--- config.mk ---
export PLATFORM = sky130hd
export DESIGN_NAME = dm_store_buffer_flat
export DESIGN_NICKNAME = d
export VERILOG_FILES = /design/src/rtl/dm_store_buffer_if.sv /design/src/rtl/dm_store_buffer.sv /design/src/flat_wrapper.sv
export SDC_FILE = /design/constraint.sdc
export NUM_CORES = 1
export LEC_CHECK = 0
export CAP_MARGIN = 15
export CORE_MARGIN = 8
export CORE_UTILIZATION = 45
export CTS_BUF_LIST = sky130_fd_sc_hd__clkbuf_8
export DETAILED_ROUTE_END_ITERATION = 10
export PLACE_DENSITY = 0.73
export SLEW_MARGIN = 5
export SYNTH_ARGS = -nofsm -noshare
export SYNTH_HDL_FRONTEND = slang
export SYNTH_SLANG_ARGS = --single-unit
--- constraint.sdc ---
create_clock -name clk -period 4.9 [get_ports clk]
set_clock_uncertainty 0.1 [all_clocks]
set_input_delay 0.98 -clock clk [delete_from_list [all_inputs] [get_ports clk]]
set_output_delay 0.98 -clock clk [all_outputs]
set_load 0.05 [all_outputs]
--- src/rtl/dm_store_buffer_if.sv ---
// Bundle of the core-side and memory-side buses of the posted-write store buffer.
// The buffer itself uses the slave view; the core/memory environment uses the master view.
interface dm_store_buffer_if #(
    parameter int CNT_W = 3
);
    // Core M-stage data port
    logic [31:0]      cpu_addr;
    logic [31:0]      cpu_wdata;
    logic [3:0]       cpu_byteen;
    logic [31:0]      cpu_rdata;

    // Status towards the hazard unit
    logic             full;
    logic             empty;
    logic [CNT_W-1:0] count;
    logic             overflow;

    // Drain port: an entry transfers on a cycle where mem_req && mem_gnt are both high at
    // the rising edge. mem_req is never withdrawn and mem_addr/mem_wdata/mem_byteen never
    // change while mem_req is high and mem_gnt is low. mem_gnt without mem_req is ignored.
    logic             mem_req;
    logic [31:0]      mem_addr;
    logic [31:0]      mem_wdata;
    logic [3:0]       mem_byteen;
    logic             mem_gnt;

    // Combinational read port
    logic [31:0]      mem_raddr;
    logic [31:0]      mem_rdata;

    modport slave (
        input  cpu_addr, cpu_wdata, cpu_byteen, mem_gnt, mem_rdata,
        output cpu_rdata, full, empty, count, overflow,
               mem_req, mem_addr, mem_wdata, mem_byteen, mem_raddr
    );

    modport master (
        output cpu_addr, cpu_wdata, cpu_byteen, mem_gnt, mem_rdata,
        input  cpu_rdata, full, empty, count, overflow,
               mem_req, mem_addr, mem_wdata, mem_byteen, mem_raddr
    );
endinterface

--- src/rtl/dm_store_buffer.sv ---
// Posted-write store buffer: stores are queued and drained in order over req/gnt,
// loads see memory data with still-buffered bytes merged in (youngest store wins).
module dm_store_buffer #(
    parameter int DEPTH = 4,
    parameter int CNT_W = 3
) (
    input  logic                 clk,
    input  logic                 reset_n,
    dm_store_buffer_if.slave     bus
);
    localparam int PTR_W = $clog2(DEPTH);

    logic [29:0]      waddr_q [DEPTH];
    logic [31:0]      data_q  [DEPTH];
    logic [3:0]       be_q    [DEPTH];

    logic [PTR_W-1:0] head_q;
    logic [PTR_W-1:0] tail_q;
    logic [CNT_W-1:0] count_q;
    logic             overflow_q;

    logic             full_w;
    logic             empty_w;
    logic             store_w;
    logic             push_w;
    logic             pop_w;
    logic             drop_w;
    logic             unused_addr_lsb;

    assign full_w  = (count_q == CNT_W'(DEPTH));
    assign empty_w = (count_q == '0);
    assign store_w = |bus.cpu_byteen;
    assign push_w  = store_w && !full_w;
    // A full buffer drops the store even if the head drains this same cycle.
    assign drop_w  = store_w && full_w;
    assign pop_w   = !empty_w && bus.mem_gnt;

    assign unused_addr_lsb = ^bus.cpu_addr[1:0];

    // Pointers, occupancy and the sticky overflow flag
    always_ff @(posedge clk or negedge reset_n) begin
        if (!reset_n) begin
            head_q     <= '0;
            tail_q     <= '0;
            count_q    <= '0;
            overflow_q <= 1'b0;
        end else begin
            if (push_w) begin
                tail_q <= tail_q + PTR_W'(1);
            end
            if (pop_w) begin
                head_q <= head_q + PTR_W'(1);
            end
            case ({push_w, pop_w})
                2'b10:   count_q <= count_q + CNT_W'(1);
                2'b01:   count_q <= count_q - CNT_W'(1);
                default: count_q <= count_q;
            endcase
            if (drop_w) begin
                overflow_q <= 1'b1;
            end
        end
    end

    // Entry storage is written only at the tail on a push
    always_ff @(posedge clk or negedge reset_n) begin
        if (!reset_n) begin
            for (int e = 0; e < DEPTH; e++) begin
                waddr_q[e] <= '0;
                data_q[e]  <= '0;
                be_q[e]    <= '0;
            end
        end else if (push_w) begin
            waddr_q[tail_q] <= bus.cpu_addr[31:2];
            data_q[tail_q]  <= bus.cpu_wdata;
            be_q[tail_q]    <= bus.cpu_byteen;
        end
    end

    // Drain port straight from head registers, forced to zero while empty
    always_comb begin
        bus.mem_req    = !empty_w;
        bus.mem_addr   = '0;
        bus.mem_wdata  = '0;
        bus.mem_byteen = '0;
        if (!empty_w) begin
            bus.mem_addr   = {waddr_q[head_q], 2'b00};
            bus.mem_wdata  = data_q[head_q];
            bus.mem_byteen = be_q[head_q];
        end
    end

    // Walk entries oldest to youngest so a younger match overwrites an older one per lane.
    logic [PTR_W-1:0] idx;
    logic [31:0]      rdata;

    always_comb begin
        idx   = '0;
        rdata = bus.mem_rdata;
        for (int k = 0; k < DEPTH; k++) begin
            idx = head_q + PTR_W'(k);
            if ((CNT_W'(k) < count_q) && (waddr_q[idx] == bus.cpu_addr[31:2])) begin
                for (int i = 0; i < 4; i++) begin
                    if (be_q[idx][i]) begin
                        rdata[8*i +: 8] = data_q[idx][8*i +: 8];
                    end
                end
            end
        end
    end

    assign bus.cpu_rdata = rdata;
    assign bus.mem_raddr = {bus.cpu_addr[31:2], 2'b00};

    assign bus.full      = full_w;
    assign bus.empty     = empty_w;
    assign bus.count     = count_q;
    assign bus.overflow  = overflow_q;
endmodule

--- src/flat_wrapper.sv ---
// flat-port wrapper written by rule: the top's interface ports become plain ports
module dm_store_buffer_flat 
#(
    parameter int DEPTH = 4,
    parameter int CNT_W = 3
)
  (clk, reset_n, bus_cpu_addr, bus_cpu_wdata, bus_cpu_byteen, bus_mem_gnt, bus_mem_rdata, bus_cpu_rdata, bus_full, bus_empty, bus_count, bus_overflow, bus_mem_req, bus_mem_addr, bus_mem_wdata, bus_mem_byteen, bus_mem_raddr);
  dm_store_buffer_if #(.CNT_W(CNT_W)) bus_i ();
  input  logic clk;
  input  logic reset_n;
  input wire logic [$bits(bus_i.cpu_addr)-1:0] bus_cpu_addr;
  input wire logic [$bits(bus_i.cpu_wdata)-1:0] bus_cpu_wdata;
  input wire logic [$bits(bus_i.cpu_byteen)-1:0] bus_cpu_byteen;
  input wire logic [$bits(bus_i.mem_gnt)-1:0] bus_mem_gnt;
  input wire logic [$bits(bus_i.mem_rdata)-1:0] bus_mem_rdata;
  output wire logic [$bits(bus_i.cpu_rdata)-1:0] bus_cpu_rdata;
  output wire logic [$bits(bus_i.full)-1:0] bus_full;
  output wire logic [$bits(bus_i.empty)-1:0] bus_empty;
  output wire logic [$bits(bus_i.count)-1:0] bus_count;
  output wire logic [$bits(bus_i.overflow)-1:0] bus_overflow;
  output wire logic [$bits(bus_i.mem_req)-1:0] bus_mem_req;
  output wire logic [$bits(bus_i.mem_addr)-1:0] bus_mem_addr;
  output wire logic [$bits(bus_i.mem_wdata)-1:0] bus_mem_wdata;
  output wire logic [$bits(bus_i.mem_byteen)-1:0] bus_mem_byteen;
  output wire logic [$bits(bus_i.mem_raddr)-1:0] bus_mem_raddr;
  assign bus_i.cpu_addr = bus_cpu_addr;
  assign bus_i.cpu_wdata = bus_cpu_wdata;
  assign bus_i.cpu_byteen = bus_cpu_byteen;
  assign bus_i.mem_gnt = bus_mem_gnt;
  assign bus_i.mem_rdata = bus_mem_rdata;
  assign bus_cpu_rdata = bus_i.cpu_rdata;
  assign bus_full = bus_i.full;
  assign bus_empty = bus_i.empty;
  assign bus_count = bus_i.count;
  assign bus_overflow = bus_i.overflow;
  assign bus_mem_req = bus_i.mem_req;
  assign bus_mem_addr = bus_i.mem_addr;
  assign bus_mem_wdata = bus_i.mem_wdata;
  assign bus_mem_byteen = bus_i.mem_byteen;
  assign bus_mem_raddr = bus_i.mem_raddr;
  dm_store_buffer #(.DEPTH(DEPTH), .CNT_W(CNT_W)) u_core (.clk(clk), .reset_n(reset_n), .bus(bus_i));
endmodule
== Word level (Yosys, flattened, before mapping) ==
Index checks and enable logic that the tools add are counted.
Word-level totals
  register bits after elaboration: 272
  output and inout port bits: 139
  word-level logic and storage cells: 126
Cells by class
  $add $sub $neg: 6
  magnitude comparators: 10
  equal/unequal tests: 7
  multiplexer cells: 69
  bitwise operators: 5
  reductions and logical operators: 13
Operator list (number)
  $mux W32: 15
  $mux W30: 9
  $bmux W32 S2: 4
  $bmux W30 S2: 4
  $bwmux W128: 1
  $mux W8: 16
  $bwmux W120: 1
  $eq A30 B30 Y1: 4
  $demux W32 S2: 1
  $demux W30 S2: 1
  $mux W4: 10
  $bmux W4 S2: 4
  $bwmux W16: 1
  $ge A3 B3 Y1 const B: 5
  $not A2 Y3: 5
  $demux W4 S2: 1
  $logic_and A1 B1 Y1: 8
  $lt A1 B3 Y1 const A: 2
  $lt A2 B3 Y1 const A: 2
  $pmux W3 S2: 1
  $add A2 B1 Y2 const B: 2
  $add A2 B2 Y2 const B: 2
  $reduce_or A4 Y1: 1
  $add A3 B1 Y3 const B: 1
  other kinds (8): 9

== Logic depth before layout (Yosys ltp) ==
Gate-level depths: netlist (run 1).
  word-level depth: 13
  depth in mapped cells: 16

== Worst setup path after synthesis (run 1) ==
OpenSTA, ideal clock, no wires.
  kind: input -> output
  start point: input port bus_cpu_addr[31]
  end point: output port bus_cpu_rdata[23]
  data arrival time: 4.150 ns
  data required time: 3.820 ns
  path slack: -0.330 ns
  stages on the path: 9
  buffers on the path: 2
  path through: buf_1 -> xor2_1 -> nand4_1 -> a221o_1 -> or4_1 -> buf_2 -> nor3_2 -> a211oi_1 -> o32ai_1
On the way
  cells in the longest elaborated chain, start to end: 9
  elaborated cells on any way between the ends: 15
RTL lines
  start: declaration: RTL line flat_wrapper.sv:11  | input wire logic [$bits(bus_i.cpu_addr)-1:0] bus_cpu_addr;
  $eq A30 B30 Y1: RTL line dm_store_buffer.sv:102  | if ((CNT_W'(k) < count_q) && (waddr_q[idx] == bus.cpu_addr[31:2])) begin
  $logic_and A1 B1 Y1: RTL line dm_store_buffer.sv:102
  $mux W32: RTL line dm_store_buffer.sv:102
  $mux W8: RTL line dm_store_buffer.sv:104  | if (be_q[idx][i]) begin
  $mux W32: RTL line dm_store_buffer.sv:102
  $mux W8: RTL line dm_store_buffer.sv:104
  $mux W32: RTL line dm_store_buffer.sv:102
  $mux W8: RTL line dm_store_buffer.sv:104
  $mux W32 *: RTL line dm_store_buffer.sv:102
  end: declaration: RTL line flat_wrapper.sv:16  | output wire logic [$bits(bus_i.cpu_rdata)-1:0] bus_cpu_rdata;
Every way passes the cells marked *; elsewhere a longest branch is shown, timed or not.

== Final worst setup path (run 1) ==
  start point: register u_core.head_q[0]
  end point: output port bus_cpu_rdata[5]
On the way
  cells in the longest elaborated chain, start to end: 13
  elaborated cells on any way between the ends: 59
RTL lines
  start: declaration: RTL line dm_store_buffer.sv:17  | logic [PTR_W-1:0] head_q;
  start signal: assignment: RTL line dm_store_buffer.sv:52  | head_q <= head_q + PTR_W'(1);
  parallel branches: the longest is 12 deep, another holds $add A2 B1 Y2
  $mux W32 *: RTL line dm_store_buffer.sv:102
Mark *: on every way between the ends. The select of a mux whose other input is x is not followed.

==> flow_summary.json, run 1 <==
{
  "die_area_um2": 52500,
  "pin_count": 242,
  "drt_first_pass_iters": 6,
  "fin_hold_ws_ps": 222,
  "required_ps": 3820,
  "fin_crit_ps": 5290,
  "synth_compound_area_share_pct": 15.7,
  "slew_violations": 0,
  "maxCapViolCount": 0,
  "synth_edf_count": 0,
  "synth_cells": 2027,
  "wl_um": 74900,
  "cts_max_level": 2,
  "grt_setup_unrepaired": "yes",
  "slew_headroom_pct": 38.4,
  "fmax_ghz": 0.189,
  "initial_core_util_pct": 45.3,
  "ys_async_sr_fraction_pct": 100,
  "cts_tree": "done",
  "wl_per_cell_um": 24.8,
  "cp-end-kind": "primary output",
  "rows": 78,
  "finalCritPeriodShare_pct": 108,
  "reg2reg_setup_slack_ps": 2490,
  "postLayoutCellArea_um2": 27700,
  "ys_seq_elements": 272,
  "antenna_found_initial": 1,
  "synth.distinct_cells": 90,
  "yosysWarnings": 0,
  "drive_above_1_share_pct": 37.7,
  "layout_common_cells": "284 x mux2_2, 270 x dfrtp_1, 226 x buf_4, 213 x mux2i_1",
  "layout_commonest_cell": "mux2_2",
  "synthAdderAreaFrac_pct": 0.551,
  "area_growth_pct": 35.4,
  "violations": "negative setup slack",
  "worst_pin_slew_ps": 924,
  "holdCritPathClass": "input port to async pin",
  "grt_pass1_wl_um": 111000,
  "die_w_um": 229,
  "synthSimpleGateAreaFrac_pct": 9.41,
  "clock_latency_ps": 630,
  "hold_violations": 0,
  "grt_pass1_vias": 18500,
  "place_congestion": 0.987,
  "place_area_um2": 24800,
  "stdcell_count": 3018,
  "insertedDiodeCount": 0,
  "ff2ff_path_depth": 9,
  "synth_flop_cell": "dfrtp_1",
  "syn_avg_cell_area_um2": 10.1,
  "clock_tree.buffer_depth": 3,
  "startpoint_type": "flip-flop",
  "fin_nets": 2495,
  "status": "finished, violations left",
  "fin_ws_ps": -387,
  "startpoint": "u_core.head_q[0]",
  "r2r_end": "u_core.waddr_q[18]",
  "synth_top_family_by_area": "multiplexers",
  "syn_area_um2": 20400,
  "antenna_left": 0,
  "io_buffer_count": 235,
  "synth-xor-area-share_pct": 4.97,
  "track_usage_pct": 26.5,
  "die-height_um": 229,
  "setup_viol": 32,
  "fin_setup_tns_ps": -11230,
  "numCtsBuffers": 50,
  "r2r_start": "u_core.bus.count[1]",
  "synth_mux_area_share_pct": 29.6,
  "route.detailed.drc": 0,
  "vias": 18500,
  "grt-ovfl-total": 0,
  "cp_max_fo": 8,
  "critical_path_arrival_ps": 4210,
  "cts-root-buf": "clkbuf_8",
  "hpwl_um": 52100,
  "yosysSeqAreaShare_pct": 33.3,
  "grt_max_degree": 148,
  "clkSinkCount": 272,
  "clkTransAtPathRegs_ps": 60,
  "num-fill-cells": 3591,
  "place_inst": 2895,
  "critPathKind": "flip-flop to primary output",
  "viasPerCell": 6.13,
  "core_um2": 45100,
  "drtIter0Drc": 2058
}
## layer usage
| metal | vias up | wire (µm) | track usage (%) |
|---|---|---|---|
| li1 | 8204 | - | - |
| met1 | 9224 | 30900 | 35.0 |
| met2 | 880 | 35100 | 42.9 |
| met3 | 198 | 5910 | 4.49 |
| met4 | 2 | 3000 | 10.5 |
| met5 | - | 8 | 0 |
## synth_stat cells (6+ instances only)
library cell,n,area share [%]
a211oi_1,28,1.0
a21boi_0,23,0.84
a21oi_1,64,1.6
a2bb2oi_1,7,0.30
a31o_2,6,0.26
a31oi_1,42,1.3
a32o_1,8,0.39
a41o_1,16,0.78
a41oi_1,24,1.0
and2_1,42,1.3
and3_1,13,0.40
buf_1,42,0.77
buf_2,41,1.0
buf_4,50,1.8
buf_6,15,0.83
clkbuf_1,62,1.1
dfrtp_1,272,33
ha_1,9,0.55
inv_1,26,0.48
mux2_2,285,16
mux2i_1,230,11
mux4_1,10,1.3
mux4_2,11,1.2
nand2_1,182,3.3
nand3_1,13,0.32
nand4_1,11,0.34
nor2_1,94,1.7
nor3_1,8,0.20
nor3_2,9,0.44
nor4_1,10,0.31
o211ai_2,8,0.49
o21ai_0,78,1.9
o221ai_1,6,0.26
o22ai_1,6,0.18
o31a_1,33,1.4
o31ai_1,16,0.59
o32ai_1,24,1.0
or3_1,7,0.21
xnor2_1,78,3.3
xor2_1,38,1.6
## worst max-delay path, stage by stage (launching register included)
cell and delay (ps):
dfrtp_4 510, buf_6 150, buf_12 140, buf_12 130, mux4_2 420, xnor2_1 220, nand4_1 90, nand4b_1 270
or4_4 480, buf_12 170, nor3_4 130, buf_6 200, a211oi_4 50, o32ai_2 370, buf_6 210
## worst max-delay path by stage
stage	cells past startpoint	slack, ps	endpoint
2_1_floorplan	9	150	bus_cpu_rdata[23]
3_3_place_gp	12	-580	bus_cpu_rdata[22]
3_5_place_dp	12	-540	bus_cpu_rdata[16]
4_1_cts	12	-430	bus_cpu_rdata[31]
5_1_grt	14	-510	bus_cpu_rdata[2]
6_report	14	-390	bus_cpu_rdata[5]
## final cells by class
| class | count | area, µm² | area share, % |
|---|---|---|---|
| multi-input cells | 1512 | 13600 | 49.0 |
| clock inverters | 21 | 180 | 0.651 |
| well taps | 600 | 751 | 2.71 |
| repair buffers | 516 | 5330 | 19.2 |
| clock buffers | 66 | 908 | 3.28 |
| flip-flops and latches | 272 | 6810 | 24.6 |
| inverters | 31 | 124 | 0.448 |
## cells by family (layout without fill, tap and decap cells)
kind of cell	Yosys count	in the layout
other cells	1	4
flops	272	272
mux	538	538
simple gates	409	409
compound gates	436	436
xor+xnor	116	116
fa+ha+maj	9	9
buf+inv	246	634
## stage by stage
step	setup WS (ps)	util, %
finish	-387	61.4
global route	-509	61.4
CTS	-427	59.1
detailed placement	-544	54.9
global placement	-585	54.9
floorplan	149	-
## sequential cells by signal (all words and copies together), names as in the netlist
signal               cells
u_core.waddr_q         120
u_core.head_q            2
u_core.data_q          128
u_core.bus.overflow      1
u_core.tail_q            2
u_core.bus.count         3
u_core.be_q             16
## repair_timing
action,CTS,global route
gates resized for setup,163,121
setup endpoints to repair,49,40
pin swaps,65,42
cloned,2,8
hold buffers,0,0
buffers inserted,11,16
Power of run 1 is left out: the tool's default activity adds up to more than one toggle a clock period on the data nets, which glitch-free logic cannot reach.
==> inputs of run 2 (changes only) <==
--- a/config.mk
+++ b/config.mk
@@ -9,7 +9,10 @@
 export CORE_MARGIN = 8
 export CORE_UTILIZATION = 45
 export CTS_BUF_LIST = sky130_fd_sc_hd__clkbuf_8
+export CTS_CLUSTER_SIZE = 10
 export DETAILED_ROUTE_END_ITERATION = 10
+export GPL_TIMING_DRIVEN = 0
+export HOLD_SLACK_MARGIN = 0.15
 export PLACE_DENSITY = 0.73
 export SLEW_MARGIN = 5
 export SYNTH_ARGS = -nofsm -noshare
==> flow_summary.json, run 2 (synthesis gave the netlist of run 1 again) <==
{
  "status": "finished, violations left",
  "violations": "negative setup slack",
  "layout_common_cells": "283 x mux2_2, 271 x dfrtp_1, 194 x mux2i_1, 180 x nand2_1, 127 x clkdlybuf4s50_1",
  "numCtsBuffers": 52,
  "slew_violations": 0,
  "required_ps": 3820,
  "track_usage_pct": 32.4,
  "grt-ovfl-total": 0,
  "worst_pin_slew_ps": 1240,
  "slew_headroom_pct": 17.2,
  "reg2reg_setup_slack_ps": 1130,
  "grt_max_degree": 112,
  "cts_max_level": 2,
  "max_stage_delay_ps": 630,
  "hpwl_um": 63500,
  "fin_ws_ps": -633,
  "cts_tree": "done",
  "drtIter0Drc": 2587,
  "wl_um": 90400,
  "clkSinkCount": 272,
  "pin_count": 242,
  "largest_reg_flops": 128,
  "clock_latency_ps": 690,
  "place_congestion": 1.04,
  "antenna_found_initial": 4,
  "wl_per_cell_um": 29.9,
  "grt_pass1_wl_um": 130000,
  "holdCritPathClass": "flip-flop to flip-flop",
  "finalCritPeriodShare_pct": 113,
  "crit_slowest_cell": "or4_4",
  "antenna_left": 0,
  "whs_path_depth": 1,
  "critPathKind": "flip-flop to primary output",
  "rows": 78,
  "initial_core_util_pct": 45.3,
  "drt_first_pass_iters": 6,
  "layout_commonest_cell": "mux2_2",
  "maxCapViolCount": 0,
  "io_buffer_count": 215,
  "clkTransAtPathRegs_ps": 60,
  "cp-end-kind": "primary output",
  "ff2ff_path_depth": 9,
  "viasPerCell": 6.52,
  "final_util_pct": 60.5,
  "cp_max_fo": 8,
  "area_growth_pct": 33.5,
  "fin_hold_ws_ps": 397,
  "die_area_um2": 52500,
  "fmax_ghz": 0.181,
  "startpoint_type": "flip-flop",
  "die_w_um": 229,
  "route.detailed.drc": 0,
  "crit_top_cell": "buf_12",
  "setup_viol": 34,
  "drive_above_1_share_pct": 37.5,
  "fin_setup_tns_ps": -18650,
  "core_um2": 45100,
  "hold_violations": 0,
  "regMostFlops": "u_core.data_q",
  "grt_pass1_vias": 19500,
  "fin_crit_ps": 5530,
  "grt_setup_unrepaired": "yes",
  "critical_path_arrival_ps": 4450,
  "path_cells": "buf_12 -> buf_12 -> buf_4 -> mux4_2 -> xnor2_4 -> o2111ai_2 -> or4_4 -> or3_4 -> or2_1 -> buf_6 -> o211ai_4 -> a32o_2 -> buf_8",
  "clock_tree.buffer_depth": 3,
  "cts-root-buf": "clkbuf_8",
  "num-fill-cells": 3709,
  "die-height_um": 229,
  "top_regs": "u_core.data_q x128, u_core.waddr_q x120, u_core.be_q x16",
  "vias": 19700,
  "fin_nets": 2500
}
-- run 2: path summary, 6_finish.rpt --
| check | from | end |
|---|---|---|
| setup / recovery | u_core.head_q[1] | bus_cpu_rdata[30] |
| hold / removal | u_core.bus.overflow | u_core.bus.overflow |
| setup reg to reg | u_core.bus.count[0] | u_core.waddr_q[88] |
| hold reg to reg | u_core.bus.overflow | u_core.bus.overflow |
| max in group asynchronous | reset_n | u_core.head_q[0] |
| min in group asynchronous | reset_n | u_core.waddr_q[98] |
-- run 2: worst max-delay path: cells and delay by family (launching register included) --
family	cells	cell delay (ps)
DFF	1	390
muxes	1	360
buffers and inverters	5	770
AOI/OAI and AO/OA	3	590
xor gates and xnor gates	1	280
and+or+nand+nor	3	1340
-- run 2: layout make-up --
type / instances / area (µm²) / area share, %
clock buffer: 61 / 840 / 3.08
tap: 600 / 751 / 2.75
timing repair buffer: 312 / 3100 / 11.4
inverter: 31 / 121 / 0.445
buffer: 206 / 1730 / 6.35
antenna: 1 / 2.50 / 0.00917
clock inverter: 27 / 163 / 0.596
sequential: 272 / 6810 / 25.0
multi-input combinational: 1513 / 13800 / 50.5
-- run 2: stage by stage --
stage / cell area, µm² / setup slack, ps / instances
global route: 27300 / -685 / 3023
floorplan: 20600 / 149 / 2030
finish: 27300 / -633 / 3023
detailed placement: 23600 / -2100 / 2847
CTS: 26200 / -602 / 2988
global placement: 23500 / -8820 / 2845
-- run 2: layer usage --
layer	part of all wire, %	global-route usage, %	wire length, µm
met5	0.029	0	26
met2	42	46.6	38100
met4	5.2	15.4	4720
met1	41	44.5	37100
met3	12	9.09	10400
-- run 2: timing repair --
item                                    CTS  global route
gates resized for setup                 590           283
endpoints found under the setup margin   86            88
setup buffers                            58            31
gates cloned                              2             5
hold endpoints to repair                 53             0
hold buffers                              1             0
pin swaps                                52            75
Power of run 2 is left out for the same reason.
